<file path="src/rtl/econet_rx_frame_queue_if.sv">
// Econet receive back-end bundle: bit-receiver strobes, station filter
// settings, external byte-buffer write port and the descriptor queue head.
// master = receiver/CPU side, slave = econet_rx_frame_queue.
// Handshake: a descriptor is transferred when desc_valid and desc_pop are
// both high in the same econet_clk cycle; desc_pop without desc_valid is
// ignored, and buf_we is a single-cycle write strobe with no back-pressure.
interface econet_rx_frame_queue_if #(
  parameter int BUF_AW     = 11,
  parameter int DESC_DEPTH = 4
);
  localparam int CW = $clog2(DESC_DEPTH + 1);

  logic [7:0]        rx_byte;
  logic              rx_byte_ready;
  logic              rx_frame_start;
  logic              rx_frame_end;
  logic [15:0]       rx_fcs;
  logic [15:0]       our_address;
  logic              promisc;

  logic              buf_we;
  logic [BUF_AW-1:0] buf_waddr;
  logic [7:0]        buf_wdata;

  logic              desc_valid;
  logic [BUF_AW-1:0] desc_start;
  logic [BUF_AW-1:0] desc_end;
  logic [BUF_AW:0]   desc_cnt;
  logic [31:0]       desc_address;
  logic [15:0]       desc_scout;
  logic              desc_pop;
  logic [CW-1:0]     desc_count;
  logic [7:0]        drop_count;
  logic [1:0]        dbg_state;

  modport master (
    output rx_byte, rx_byte_ready, rx_frame_start, rx_frame_end, rx_fcs,
           our_address, promisc, desc_pop,
    input  buf_we, buf_waddr, buf_wdata, desc_valid, desc_start, desc_end,
           desc_cnt, desc_address, desc_scout, desc_count, drop_count, dbg_state
  );

  modport slave (
    input  rx_byte, rx_byte_ready, rx_frame_start, rx_frame_end, rx_fcs,
           our_address, promisc, desc_pop,
    output buf_we, buf_waddr, buf_wdata, desc_valid, desc_start, desc_end,
           desc_cnt, desc_address, desc_scout, desc_count, drop_count, dbg_state
  );
endinterface

</file>
<file path="src/rtl/econet_rx_frame_queue.sv">
// Econet receive frame queue: writes received bytes into a circular byte
// buffer, filters frames by destination, queues accepted frames as
// descriptors and protects queued frames from overwrite until popped.
// Optional: define ECONET_BCAST_EN to also accept destination FF FF.
module econet_rx_frame_queue #(
  parameter int          BUF_AW     = 11,
  parameter int          DESC_DEPTH = 4,
  parameter logic [15:0] FCS_GOOD   = 16'hF0B8,
  parameter int          MIN_LEN    = 6
) (
  input  logic                   econet_clk,
  input  logic                   valid_rst,
  econet_rx_frame_queue_if.slave bus
);
  localparam int QAW  = (DESC_DEPTH > 1) ? $clog2(DESC_DEPTH) : 1;
  localparam int CW   = $clog2(DESC_DEPTH + 1);
  localparam int CNTW = BUF_AW + 1;
  // descriptor word: {start, end, cnt, header bytes 5..0}
  localparam int DW   = 3 * BUF_AW + 49;
  localparam logic [CNTW-1:0] MIN_LEN_C = CNTW'(MIN_LEN);

  localparam logic [1:0] ST_IDLE = 2'd0;
  localparam logic [1:0] ST_RX   = 2'd1;
  localparam logic [1:0] ST_OVR  = 2'd2;

  logic [1:0]        r_state;
  logic [BUF_AW-1:0] r_wptr;
  logic [BUF_AW-1:0] r_fstart;
  logic [CNTW-1:0]   r_cnt;
  logic [47:0]       r_hdr;
  logic [DW-1:0]     r_q [DESC_DEPTH];
  logic [QAW-1:0]    r_rd;
  logic [QAW-1:0]    r_wr;
  logic [CW-1:0]     r_count;
  logic [7:0]        r_drop;

  logic              w_in_frame, w_pop, w_bound_ok, w_byte_rx, w_hit, w_we, w_ovr;
  logic              w_hdr_cap, w_filter, w_bcast, w_good, w_full, w_end;
  logic              w_push, w_abort, w_drop, w_valid;
  logic [QAW-1:0]    w_rd_next;
  logic [DW-1:0]     w_head, w_next;
  logic [BUF_AW-1:0] w_bound, w_wptr_inc, w_wptr_after;
  logic [CNTW-1:0]   w_cnt_eff;
  logic [47:0]       w_hdr_eff;

  assign w_in_frame = (r_state != ST_IDLE);
  assign w_valid    = (r_count != '0);
  assign w_pop      = bus.desc_pop & w_valid;
  assign w_rd_next  = r_rd + QAW'(1);
  assign w_head     = r_q[r_rd];
  assign w_next     = r_q[w_rd_next];

  // Protection boundary follows a pop in the same cycle.
  assign w_bound_ok = w_pop ? (r_count > CW'(1)) : w_valid;
  assign w_bound    = w_pop ? w_next[DW-1 -: BUF_AW] : w_head[DW-1 -: BUF_AW];

  assign w_byte_rx  = (r_state == ST_RX) & bus.rx_byte_ready;
  assign w_hit      = w_byte_rx & w_bound_ok & (r_wptr == w_bound);
  assign w_we       = w_byte_rx & ~w_hit;
  assign w_ovr      = (r_state == ST_OVR) | w_hit;
  assign w_wptr_inc = r_wptr + {{(BUF_AW-1){1'b0}}, w_we};

  assign w_hdr_cap  = w_in_frame & bus.rx_byte_ready;
  assign w_cnt_eff  = (w_hdr_cap & ~(&r_cnt)) ? r_cnt + CNTW'(1) : r_cnt;

  // Header as it stands including a byte strobed this cycle.
  always_comb begin
    w_hdr_eff = r_hdr;
    for (int i = 0; i < 6; i++) begin
      if (w_hdr_cap && r_cnt == CNTW'(i)) w_hdr_eff[8*i +: 8] = bus.rx_byte;
    end
  end

`ifdef ECONET_BCAST_EN
  assign w_bcast = (w_hdr_eff[15:0] == 16'hFFFF);
`else
  assign w_bcast = 1'b0;
`endif

  assign w_filter = bus.promisc | w_bcast |
                    ((w_hdr_eff[7:0] == bus.our_address[7:0]) &
                     (w_hdr_eff[15:8] == bus.our_address[15:8]));
  assign w_good   = (bus.rx_fcs == FCS_GOOD) & (w_cnt_eff >= MIN_LEN_C) & w_filter;
  assign w_full   = (r_count == CW'(DESC_DEPTH)) & ~w_pop;
  assign w_end    = w_in_frame & bus.rx_frame_end;
  assign w_push   = w_end & w_good & ~w_ovr & ~w_full;
  assign w_abort  = w_in_frame & bus.rx_frame_start & ~bus.rx_frame_end;
  assign w_drop   = (w_end & w_good & (w_ovr | w_full)) | w_abort;
  // Rejected or aborted frames hand their buffer space back.
  assign w_wptr_after = ((w_end & ~w_push) | w_abort) ? r_fstart : w_wptr_inc;

  // Frame reception state: write pointer, frame start, byte count, header.
  always_ff @(posedge econet_clk or posedge valid_rst) begin
    if (valid_rst) begin
      r_state  <= ST_IDLE;
      r_wptr   <= '0;
      r_fstart <= '0;
      r_cnt    <= '0;
      r_hdr    <= '0;
    end else begin
      r_wptr <= w_wptr_after;
      if (w_in_frame) begin
        r_cnt <= w_cnt_eff;
        r_hdr <= w_hdr_eff;
        if (w_hit) r_state <= ST_OVR;
      end
      if (w_end) r_state <= ST_IDLE;
      if (bus.rx_frame_start) begin
        r_fstart <= w_wptr_after;
        r_cnt    <= '0;
        r_hdr    <= '0;
        r_state  <= ST_RX;
      end
    end
  end

  // Descriptor queue pointers, occupancy and saturating drop counter.
  always_ff @(posedge econet_clk or posedge valid_rst) begin
    if (valid_rst) begin
      r_rd    <= '0;
      r_wr    <= '0;
      r_count <= '0;
      r_drop  <= '0;
    end else begin
      if (w_push) r_wr <= r_wr + QAW'(1);
      if (w_pop)  r_rd <= w_rd_next;
      r_count <= r_count + {{(CW-1){1'b0}}, w_push} - {{(CW-1){1'b0}}, w_pop};
      if (w_drop && r_drop != 8'hFF) r_drop <= r_drop + 8'd1;
    end
  end

  // Descriptor storage; only read through the valid-gated head outputs.
  always_ff @(posedge econet_clk) begin
    if (w_push) r_q[r_wr] <= {r_fstart, w_wptr_inc, w_cnt_eff, w_hdr_eff};
  end

  assign bus.buf_we       = w_we;
  assign bus.buf_waddr    = r_wptr;
  assign bus.buf_wdata    = w_we ? bus.rx_byte : 8'd0;
  assign bus.desc_valid   = w_valid;
  assign bus.desc_start   = w_valid ? w_head[DW-1 -: BUF_AW] : '0;
  assign bus.desc_end     = w_valid ? w_head[DW-1-BUF_AW -: BUF_AW] : '0;
  assign bus.desc_cnt     = w_valid ? w_head[48 +: CNTW] : '0;
  assign bus.desc_address = w_valid ? w_head[31:0] : 32'd0;
  assign bus.desc_scout   = w_valid ? {w_head[39:32], w_head[47:40]} : 16'd0;
  assign bus.desc_count   = r_count;
  assign bus.drop_count   = r_drop;
  assign bus.dbg_state    = r_state;
endmodule
</file>
<file path="src/flat_wrapper.sv">
// flat-port wrapper written by rule: the top's interface ports become plain ports
module econet_rx_frame_queue_flat 
#(
  parameter int          BUF_AW     = 11,
  parameter int          DESC_DEPTH = 4,
  parameter logic [15:0] FCS_GOOD   = 16'hF0B8,
  parameter int          MIN_LEN    = 6
)
  (econet_clk, valid_rst, bus_rx_byte, bus_rx_byte_ready, bus_rx_frame_start, bus_rx_frame_end, bus_rx_fcs, bus_our_address, bus_promisc, bus_desc_pop, bus_buf_we, bus_buf_waddr, bus_buf_wdata, bus_desc_valid, bus_desc_start, bus_desc_end, bus_desc_cnt, bus_desc_address, bus_desc_scout, bus_desc_count, bus_drop_count, bus_dbg_state);
  econet_rx_frame_queue_if #(.BUF_AW(BUF_AW), .DESC_DEPTH(DESC_DEPTH)) bus_i ();
  input  logic econet_clk;
  input  logic valid_rst;
  input wire logic [$bits(bus_i.rx_byte)-1:0] bus_rx_byte;
  input wire logic [$bits(bus_i.rx_byte_ready)-1:0] bus_rx_byte_ready;
  input wire logic [$bits(bus_i.rx_frame_start)-1:0] bus_rx_frame_start;
  input wire logic [$bits(bus_i.rx_frame_end)-1:0] bus_rx_frame_end;
  input wire logic [$bits(bus_i.rx_fcs)-1:0] bus_rx_fcs;
  input wire logic [$bits(bus_i.our_address)-1:0] bus_our_address;
  input wire logic [$bits(bus_i.promisc)-1:0] bus_promisc;
  input wire logic [$bits(bus_i.desc_pop)-1:0] bus_desc_pop;
  output wire logic [$bits(bus_i.buf_we)-1:0] bus_buf_we;
  output wire logic [$bits(bus_i.buf_waddr)-1:0] bus_buf_waddr;
  output wire logic [$bits(bus_i.buf_wdata)-1:0] bus_buf_wdata;
  output wire logic [$bits(bus_i.desc_valid)-1:0] bus_desc_valid;
  output wire logic [$bits(bus_i.desc_start)-1:0] bus_desc_start;
  output wire logic [$bits(bus_i.desc_end)-1:0] bus_desc_end;
  output wire logic [$bits(bus_i.desc_cnt)-1:0] bus_desc_cnt;
  output wire logic [$bits(bus_i.desc_address)-1:0] bus_desc_address;
  output wire logic [$bits(bus_i.desc_scout)-1:0] bus_desc_scout;
  output wire logic [$bits(bus_i.desc_count)-1:0] bus_desc_count;
  output wire logic [$bits(bus_i.drop_count)-1:0] bus_drop_count;
  output wire logic [$bits(bus_i.dbg_state)-1:0] bus_dbg_state;
  assign bus_i.rx_byte = bus_rx_byte;
  assign bus_i.rx_byte_ready = bus_rx_byte_ready;
  assign bus_i.rx_frame_start = bus_rx_frame_start;
  assign bus_i.rx_frame_end = bus_rx_frame_end;
  assign bus_i.rx_fcs = bus_rx_fcs;
  assign bus_i.our_address = bus_our_address;
  assign bus_i.promisc = bus_promisc;
  assign bus_i.desc_pop = bus_desc_pop;
  assign bus_buf_we = bus_i.buf_we;
  assign bus_buf_waddr = bus_i.buf_waddr;
  assign bus_buf_wdata = bus_i.buf_wdata;
  assign bus_desc_valid = bus_i.desc_valid;
  assign bus_desc_start = bus_i.desc_start;
  assign bus_desc_end = bus_i.desc_end;
  assign bus_desc_cnt = bus_i.desc_cnt;
  assign bus_desc_address = bus_i.desc_address;
  assign bus_desc_scout = bus_i.desc_scout;
  assign bus_desc_count = bus_i.desc_count;
  assign bus_drop_count = bus_i.drop_count;
  assign bus_dbg_state = bus_i.dbg_state;
  econet_rx_frame_queue #(.BUF_AW(BUF_AW), .DESC_DEPTH(DESC_DEPTH), .FCS_GOOD(FCS_GOOD), .MIN_LEN(MIN_LEN)) u_core (.econet_clk(econet_clk), .valid_rst(valid_rst), .bus(bus_i));
endmodule
</file>
<file path="config.mk">
export PLATFORM = sky130hd
export DESIGN_NAME = econet_rx_frame_queue_flat
export DESIGN_NICKNAME = d
export VERILOG_FILES = /design/src/rtl/econet_rx_frame_queue_if.sv /design/src/rtl/econet_rx_frame_queue.sv /design/src/flat_wrapper.sv
export SDC_FILE = /design/constraint.sdc
export NUM_CORES = 1
export LEC_CHECK = 0
export CAP_MARGIN = 20
export CORE_ASPECT_RATIO = 0.6
export CORE_UTILIZATION = 54
export CTS_CLUSTER_SIZE = 12
export DETAILED_ROUTE_END_ITERATION = 10
export PLACE_DENSITY = 0.78
export SLEW_MARGIN = 30
export SYNTH_ARGS = -nofsm -noshare
export SYNTH_HDL_FRONTEND = slang
export SYNTH_SLANG_ARGS = --single-unit
export TNS_END_PERCENT = 100
</file>
<file path="constraint.sdc">
create_clock -name econet_clk -period 7.6 [get_ports econet_clk]
set_input_delay 1.52 -clock econet_clk [delete_from_list [all_inputs] [get_ports econet_clk]]
set_output_delay 1.52 -clock econet_clk [all_outputs]
set_load 0.05 [all_outputs]
</file>
After elaboration in Yosys (flattened, before gate mapping)
Memories as Yosys holds them, arrays and structs flattened.
Index checks and enable logic that the tools add are counted.

cells by class
  add/subtract/negate cells = 7
  $lt $le $gt $ge = 2
  equality and inequality tests = 13
  muxes and demuxes = 26
  bitwise operators = 31
  reductions and logical operators = 15

operators by type and width
  kind                                                                                  number
  48-bit two-way mux                                                                    2
  8-bit two-way mux                                                                     7
  12-bit two-way mux                                                                    4
  11-bit two-way mux                                                                    4
  32-bit two-way mux                                                                    1
  12-bit by 2-bit == test with 1-bit output, second input constant                      2
  12-bit by 3-bit == test with 1-bit output, second input constant                      2
  1-bit AND                                                                             19
  16-bit == test, second input constant                                                 1
  8-bit == test                                                                         2
  16-bit two-way mux                                                                    1
  12-bit by 1-bit adder with 12-bit output, second input constant                       1
  12-bit by 1-bit == test with 1-bit output, second input constant                      1
  12-bit by 3-bit greater-or-equal comparator with 1-bit output, second input constant  1
  12-bit zero test                                                                      1
  12-bit AND reduction                                                                  1
  11-bit by 1-bit adder with 11-bit output                                              1
  11-bit == test                                                                        1
  3-bit nonzero test                                                                    3
  8-bit by 1-bit adder with 8-bit output, second input constant                         1
  2-bit two-way mux                                                                     4
  8-bit inequality test, second input constant                                          1
  1-bit logical AND                                                                     7
  1-bit inverter                                                                        7
  other kinds (11)                                                                      19

word-level totals
  flip-flop bits (word level) = 99
  RAM bits = 328
  input bits = 47
  output and inout bits = 116
  logic and storage cells = 104
  memories kept = 1

memory list
  name        words  width  read ports  clocked after Yosys merged registers in  write ports  line                         RTL
  u_core.r_q  4      82     2           0                                        1            econet_rx_frame_queue.sv:31  logic [DW-1:0] r_q [DESC_DEPTH];

Depth between registers and ports, before layout
  depth in word-level cells = 15
  gate-level depth with buffers = 16

Worst setup path before layout
OpenSTA, ideal clock, no wires.

  kind = input-to-reg
  start point = in bus_rx_byte_ready
  end point = mem u_core.r_q[0][0] (netlist name), enable pin
  arrival = 5.277 ns
  path slack = 1.874 ns
  cell stages on the path = 10
  buffers on the path = 2
  cells stage by stage = o21a_1 and4_1 buf_4 and3_1 buf_6 mux2i_2 xor2_1 a41oi_2 nor3_4 and2_1

on the way
  word-level cells in the longest chain between the ends = 12
  elaborated cells between the ends (all ways) = 24
  classes of those cells = order compare: 1; eq/ne: 2; mux: 5; bitwise: 14; reduce/logical: 2

RTL lines
  what                                                                                                   line                          RTL
  start: declaration                                                                                     flat_wrapper.sv:14            input wire logic [$bits(bus_i.rx_byte_ready)-1:0] bus_rx_byte_ready;
  branches (longest 8 deep; another with 12-bit by 3-bit greater-or-equal comparator with 1-bit output)  -
  1-bit AND * (2 in series)                                                                              econet_rx_frame_queue.sv:86   assign w_push = w_end & w_good & ~w_ovr & ~w_full;
  net u_core.w_push                                                                                      econet_rx_frame_queue.sv:39   logic w_push, w_abort, w_drop, w_valid;
  1-bit two-way mux *                                                                                    econet_rx_frame_queue.sv:134  if (w_push) r_q[r_wr] <= {r_fstart, w_wptr_inc, w_cnt_eff, w_hdr_eff};
  1-bit two-way mux (not written as such) *                                                              econet_rx_frame_queue.sv:134
  end: declaration                                                                                       econet_rx_frame_queue.sv:31

Mark *: on every way through the listed nets, which the timed path passes.

Worst setup path in the final report
  start point = in bus_desc_pop
  end point = out bus_buf_wdata[2]

on the way
  word-level cells in the longest chain between the ends = 7
  elaborated cells between the ends (all ways) = 9
  classes of those cells = eq/ne: 1; mux: 3; bitwise: 5

RTL lines
  what                                                            line                                                      RTL
  start: declaration                                              flat_wrapper.sv:20                                        input wire logic [$bits(bus_i.desc_pop)-1:0] bus_desc_pop;
  1-bit AND *                                                     econet_rx_frame_queue.sv:48                               assign w_pop = bus.desc_pop & w_valid;
  11-bit two-way mux / 1-bit two-way mux (equally long branches)  econet_rx_frame_queue.sv:55, econet_rx_frame_queue.sv:54
  11-bit == test / 1-bit AND (equally long branches)              econet_rx_frame_queue.sv:58                               assign w_hit = w_byte_rx & w_bound_ok & (r_wptr == w_bound);
  1-bit AND *                                                     econet_rx_frame_queue.sv:58
  1-bit inverter *                                                econet_rx_frame_queue.sv:59                               assign w_we = w_byte_rx & ~w_hit;
  1-bit AND *                                                     econet_rx_frame_queue.sv:59
  8-bit two-way mux *                                             econet_rx_frame_queue.sv:139                              assign bus.buf_wdata = w_we ? bus.rx_byte : 8'd0;
  end: declaration                                                flat_wrapper.sv:23                                        output wire logic [$bits(bus_i.buf_wdata)-1:0] bus_buf_wdata;

Every way passes the cells marked *; elsewhere a longest branch is shown, timed or not.

==> impl_metrics.env <==
export IMPL_status="finished clean"
export IMPL_via_per_inst=5.87
export IMPL_r2r_cells=13
export IMPL_ys_seq_area_share_pct=66.4
export IMPL_p_per_area_nw_per_um2=369
export IMPL_clock_sinks=427
export IMPL_nFillCells=2342
export IMPL_route_detailed_wl_per_inst_um=23.2
export IMPL_met3_length_mm=2.55
export IMPL_synth_distinct_cells=78
export IMPL_holdWs_ps=521
export IMPL_crit_fanout=12
export IMPL_clkPwrFrac_pct=23.8
export IMPL_yosys_area_top_type="edfxtp_1"
export IMPL_gp_congestion=0.897
export IMPL_design_core_area_sq_um=33800
export IMPL_p_sw_share_pct=37.8
export IMPL_ys_seq_elements=427
export IMPL_cts_tree="built"
export IMPL_path_class="in -> out"
export IMPL_cpMaxStageDelayCell="clkdlybuf4s50_1"
export IMPL_p_leak_nw=8.08
export IMPL_synth_edff_count=328
export IMPL_netlist_area_leader_share_pct=53.0
export IMPL_numPortBuffers=162
export IMPL_rsz0062_at_grt="no"
export IMPL_cp_arrival_ps=5010
export IMPL_num_vias=10500
export IMPL_synth_ff_type="edfxtp_1"
export IMPL_cts_made_buffers=42
export IMPL_cts_resized=0
export IMPL_fp_dieW_um=241
export IMPL_hold_viol_final=0
export IMPL_wl_mm=41.6
export IMPL_peakVddDrop_mv=0.377
export IMPL_ios=163
export IMPL_critPathMaxStageDelay_ps=810
export IMPL_routed_top_layer="met4"
export IMPL_syn_nets=1203
export IMPL_internal_power_mw=5.04
export IMPL_crit_start="bus_desc_pop"
export IMPL_synth_cells=1140
export IMPL_met2WireLength_mm=19.1
export IMPL_drv_cap=0
export IMPL_r2r_slack_ps=2680
export IMPL_drt_iter0_markers=1116
export IMPL_timing_final_crit_share_pct=85.9
export IMPL_rows=52
export IMPL_yosys_top_cells_area="edfxtp_1 53%, dfrtp_1 13%, mux4_2 11%"
export IMPL_dp_hpwl_mm=26.3
export IMPL_tightest_slew_ps=845
export IMPL_overflow=0
export IMPL_clock_fmax_ghz=0.153
export IMPL_fin_tns_setup_ps=0
export IMPL_finalSetupViolations=0
export IMPL_grt_max_degree=84
export IMPL_grt_usage_pct=24.7
export IMPL_route_detailed_drc=0
export IMPL_drive_above_1_share_pct=17.4
export IMPL_ant_nets=0
export IMPL_nets=1367
export IMPL_synthToLayoutAreaGrowth_pct=18.3
export IMPL_required_ps=6080
export IMPL_grt_pass1_vias=10700
export IMPL_maxSlewHeadroom_pct=43.7
export IMPL_hp_class="reg -> reg"
export IMPL_async_flop_share_pct=23.2
export IMPL_first_pass_iters=5
export IMPL_crit_end="bus_buf_wdata[2]"
export IMPL_final_min_clock_period_ps=6530
export IMPL_syn_avg_cell_area_sq_um=16.3
export IMPL_finalMaxSlewViolations=0
export IMPL_yosys_warnings=0
export IMPL_r2r_start="u_core.r_rd[0]"
export IMPL_clk_latency_ps=550
export IMPL_die_h_um=146
export IMPL_reg2reg_to="u_core.bus.buf_waddr[6]"
export IMPL_cts_max_level=2
export IMPL_combPwrFrac_pct=42.0
export IMPL_critPathLaunchType="input pin"
export IMPL_seqPwrFrac_pct=34.2
export IMPL_clk_pin_slew_ps=50
export IMPL_cts_buffer_depth=3
export IMPL_finClkSkew_ps=22.2
export IMPL_p_sw_mw=3.06
export IMPL_grt_pass1_wl_mm=64.6
export IMPL_cts_root_buf="clkbuf_16"
export IMPL_die_area_sq_um=35200
export IMPL_syn_area_sq_um=18600
export IMPL_start_util_pct=55.0
export IMPL_antenna_found_initial=2
export IMPL_hold_buffers=0
export IMPL_crit_path_frequent_cell="clkdlybuf4s50_1"
export IMPL_cts_setup_buffers=0
export IMPL_met1Wirelength_mm=19.2
export IMPL_crit_chain="clkdlybuf4s50_1 -> o31ai_4 -> inv_1 -> and3_1 -> o211ai_1 -> nand2_1 -> nand4_1 -> nor2b_1 -> and2_1 -> clkdlybuf4s50_1"
export IMPL_crit_path_end_kind="primary output"
==> registers in the layout, indices dropped and copies added (netlist names) <==
| name | flops |
|---|---|
| u_core.r_rd | 2 |
| u_core.r_q | 328 |
| u_core.r_fstart | 11 |
| u_core.bus.desc_count | 3 |
| u_core.r_wr | 2 |
| u_core.bus.dbg_state | 2 |
| u_core.r_hdr | 48 |
| u_core.r_cnt | 12 |
| u_core.bus.buf_waddr | 11 |
| u_core.bus.drop_count | 8 |
==> critical path, delay by kind of cell <==
| kind | cells | cell delay, ps |
|---|---|---|
| simple gates | 5 | 1500 |
| compound gates | 2 | 330 |
| buf+inv | 3 | 1640 |
==> Yosys cell counts, types with 8 or more instances <==
| cell type | number |
|---|---|
| a21oi_1 | 17 |
| and2_1 | 97 |
| and3_1 | 10 |
| buf_1 | 10 |
| buf_2 | 10 |
| clkbuf_1 | 31 |
| dfrtp_1 | 99 |
| edfxtp_1 | 328 |
| ha_1 | 15 |
| inv_1 | 44 |
| mux2_2 | 28 |
| mux2_4 | 20 |
| mux4_2 | 93 |
| nand2_1 | 63 |
| nand3_1 | 15 |
| nand4_1 | 10 |
| nor2_1 | 29 |
| nor2b_1 | 42 |
| nor3_1 | 8 |
| o21ai_0 | 24 |
| xnor2_1 | 31 |
| xor2_1 | 17 |
==> power by group through the flow <==
stage	combinational, mW	sequential, mW	clock [mW]
detailed placement	3.36	2.87	0
CTS	3.37	2.83	1.96
global route	3.57	2.79	2.05
floorplan	2.30	2.86	0
finish	3.40	2.77	1.93
global placement	3.28	2.91	0
==> layout make-up <==
class	count	area [sq um]	share of cell area, %
Antenna cell	2	5.00	0.0228
Clock buffer	69	1180	5.39
Clock inverter	5	52.6	0.239
Inverter	44	168	0.763
Multi-Input combinational cell	612	5830	26.6
Sequential cell	427	12300	56.2
Tap cell	459	574	2.61
Timing Repair Buffer	177	1810	8.25
==> layout by cell type (no fill, tap or decap), drive strengths merged, types with 17 or more instances in the layout <==
master and count:
and2 97, clkdlybuf4s50 161, xnor2 31, a21oi 17, xor2 17, nor2b 42
edfxtp 328, mux4 93, o21ai 28, clkbuf 69, inv 45, nand2 63
nor2 29, mux2 48, dfrtp 99
==> routing by layer <==
layer  global-route usage, %  vias to the layer above
met4                    6.20                        0
met3                    4.27                       67
met5                       0                        -
li1                        -                     4649
met2                    36.4                      391
met1                    38.5                     5438
==> worst min-delay path by stage <==
stage	from	depth (start not counted)	slack [ps]	endpoint
finish	u_core.bus.drop_count[5]	1	520	u_core.bus.drop_count[5]
global route	u_core.bus.drop_count[7]	1	550	u_core.bus.drop_count[7]
CTS	u_core.bus.drop_count[5]	1	530	u_core.bus.drop_count[5]
detailed placement	u_core.bus.drop_count[5]	1	500	u_core.bus.drop_count[5]
global placement	u_core.bus.drop_count[0]	1	510	u_core.bus.drop_count[0]
floorplan	u_core.r_fstart[9]	0	490	u_core.r_q[0][80]
==> logic make-up (layout without fill, tap and decap cells) <==
family	after synthesis	after routing	share of synthesized area, %
buf+inv	101	295	2.31
fa+ha+maj	16	16	1.12
compound gates	93	93	3.51
other cells	0	2	0
simple gates	306	306	9.35
flops	427	427	66.4
xor+xnor	48	48	2.26
mux	149	149	15.1
==> metrics by stage <==
stage	utilization [%]	setup slack (ps)	power (mW)	cell area, sq um	cells
2_1_floorplan	-	1870	5.16	18600	1140
3_3_place_gp	61.2	1210	6.19	20700	1717
3_5_place_dp	61.3	1100	6.23	20700	1718
4_1_cts	64.9	1100	8.15	21900	1792
5_1_grt	65.0	875	8.41	22000	1794
6_report	65.0	1070	8.10	22000	1795
(Power assumes the default switching activity.)
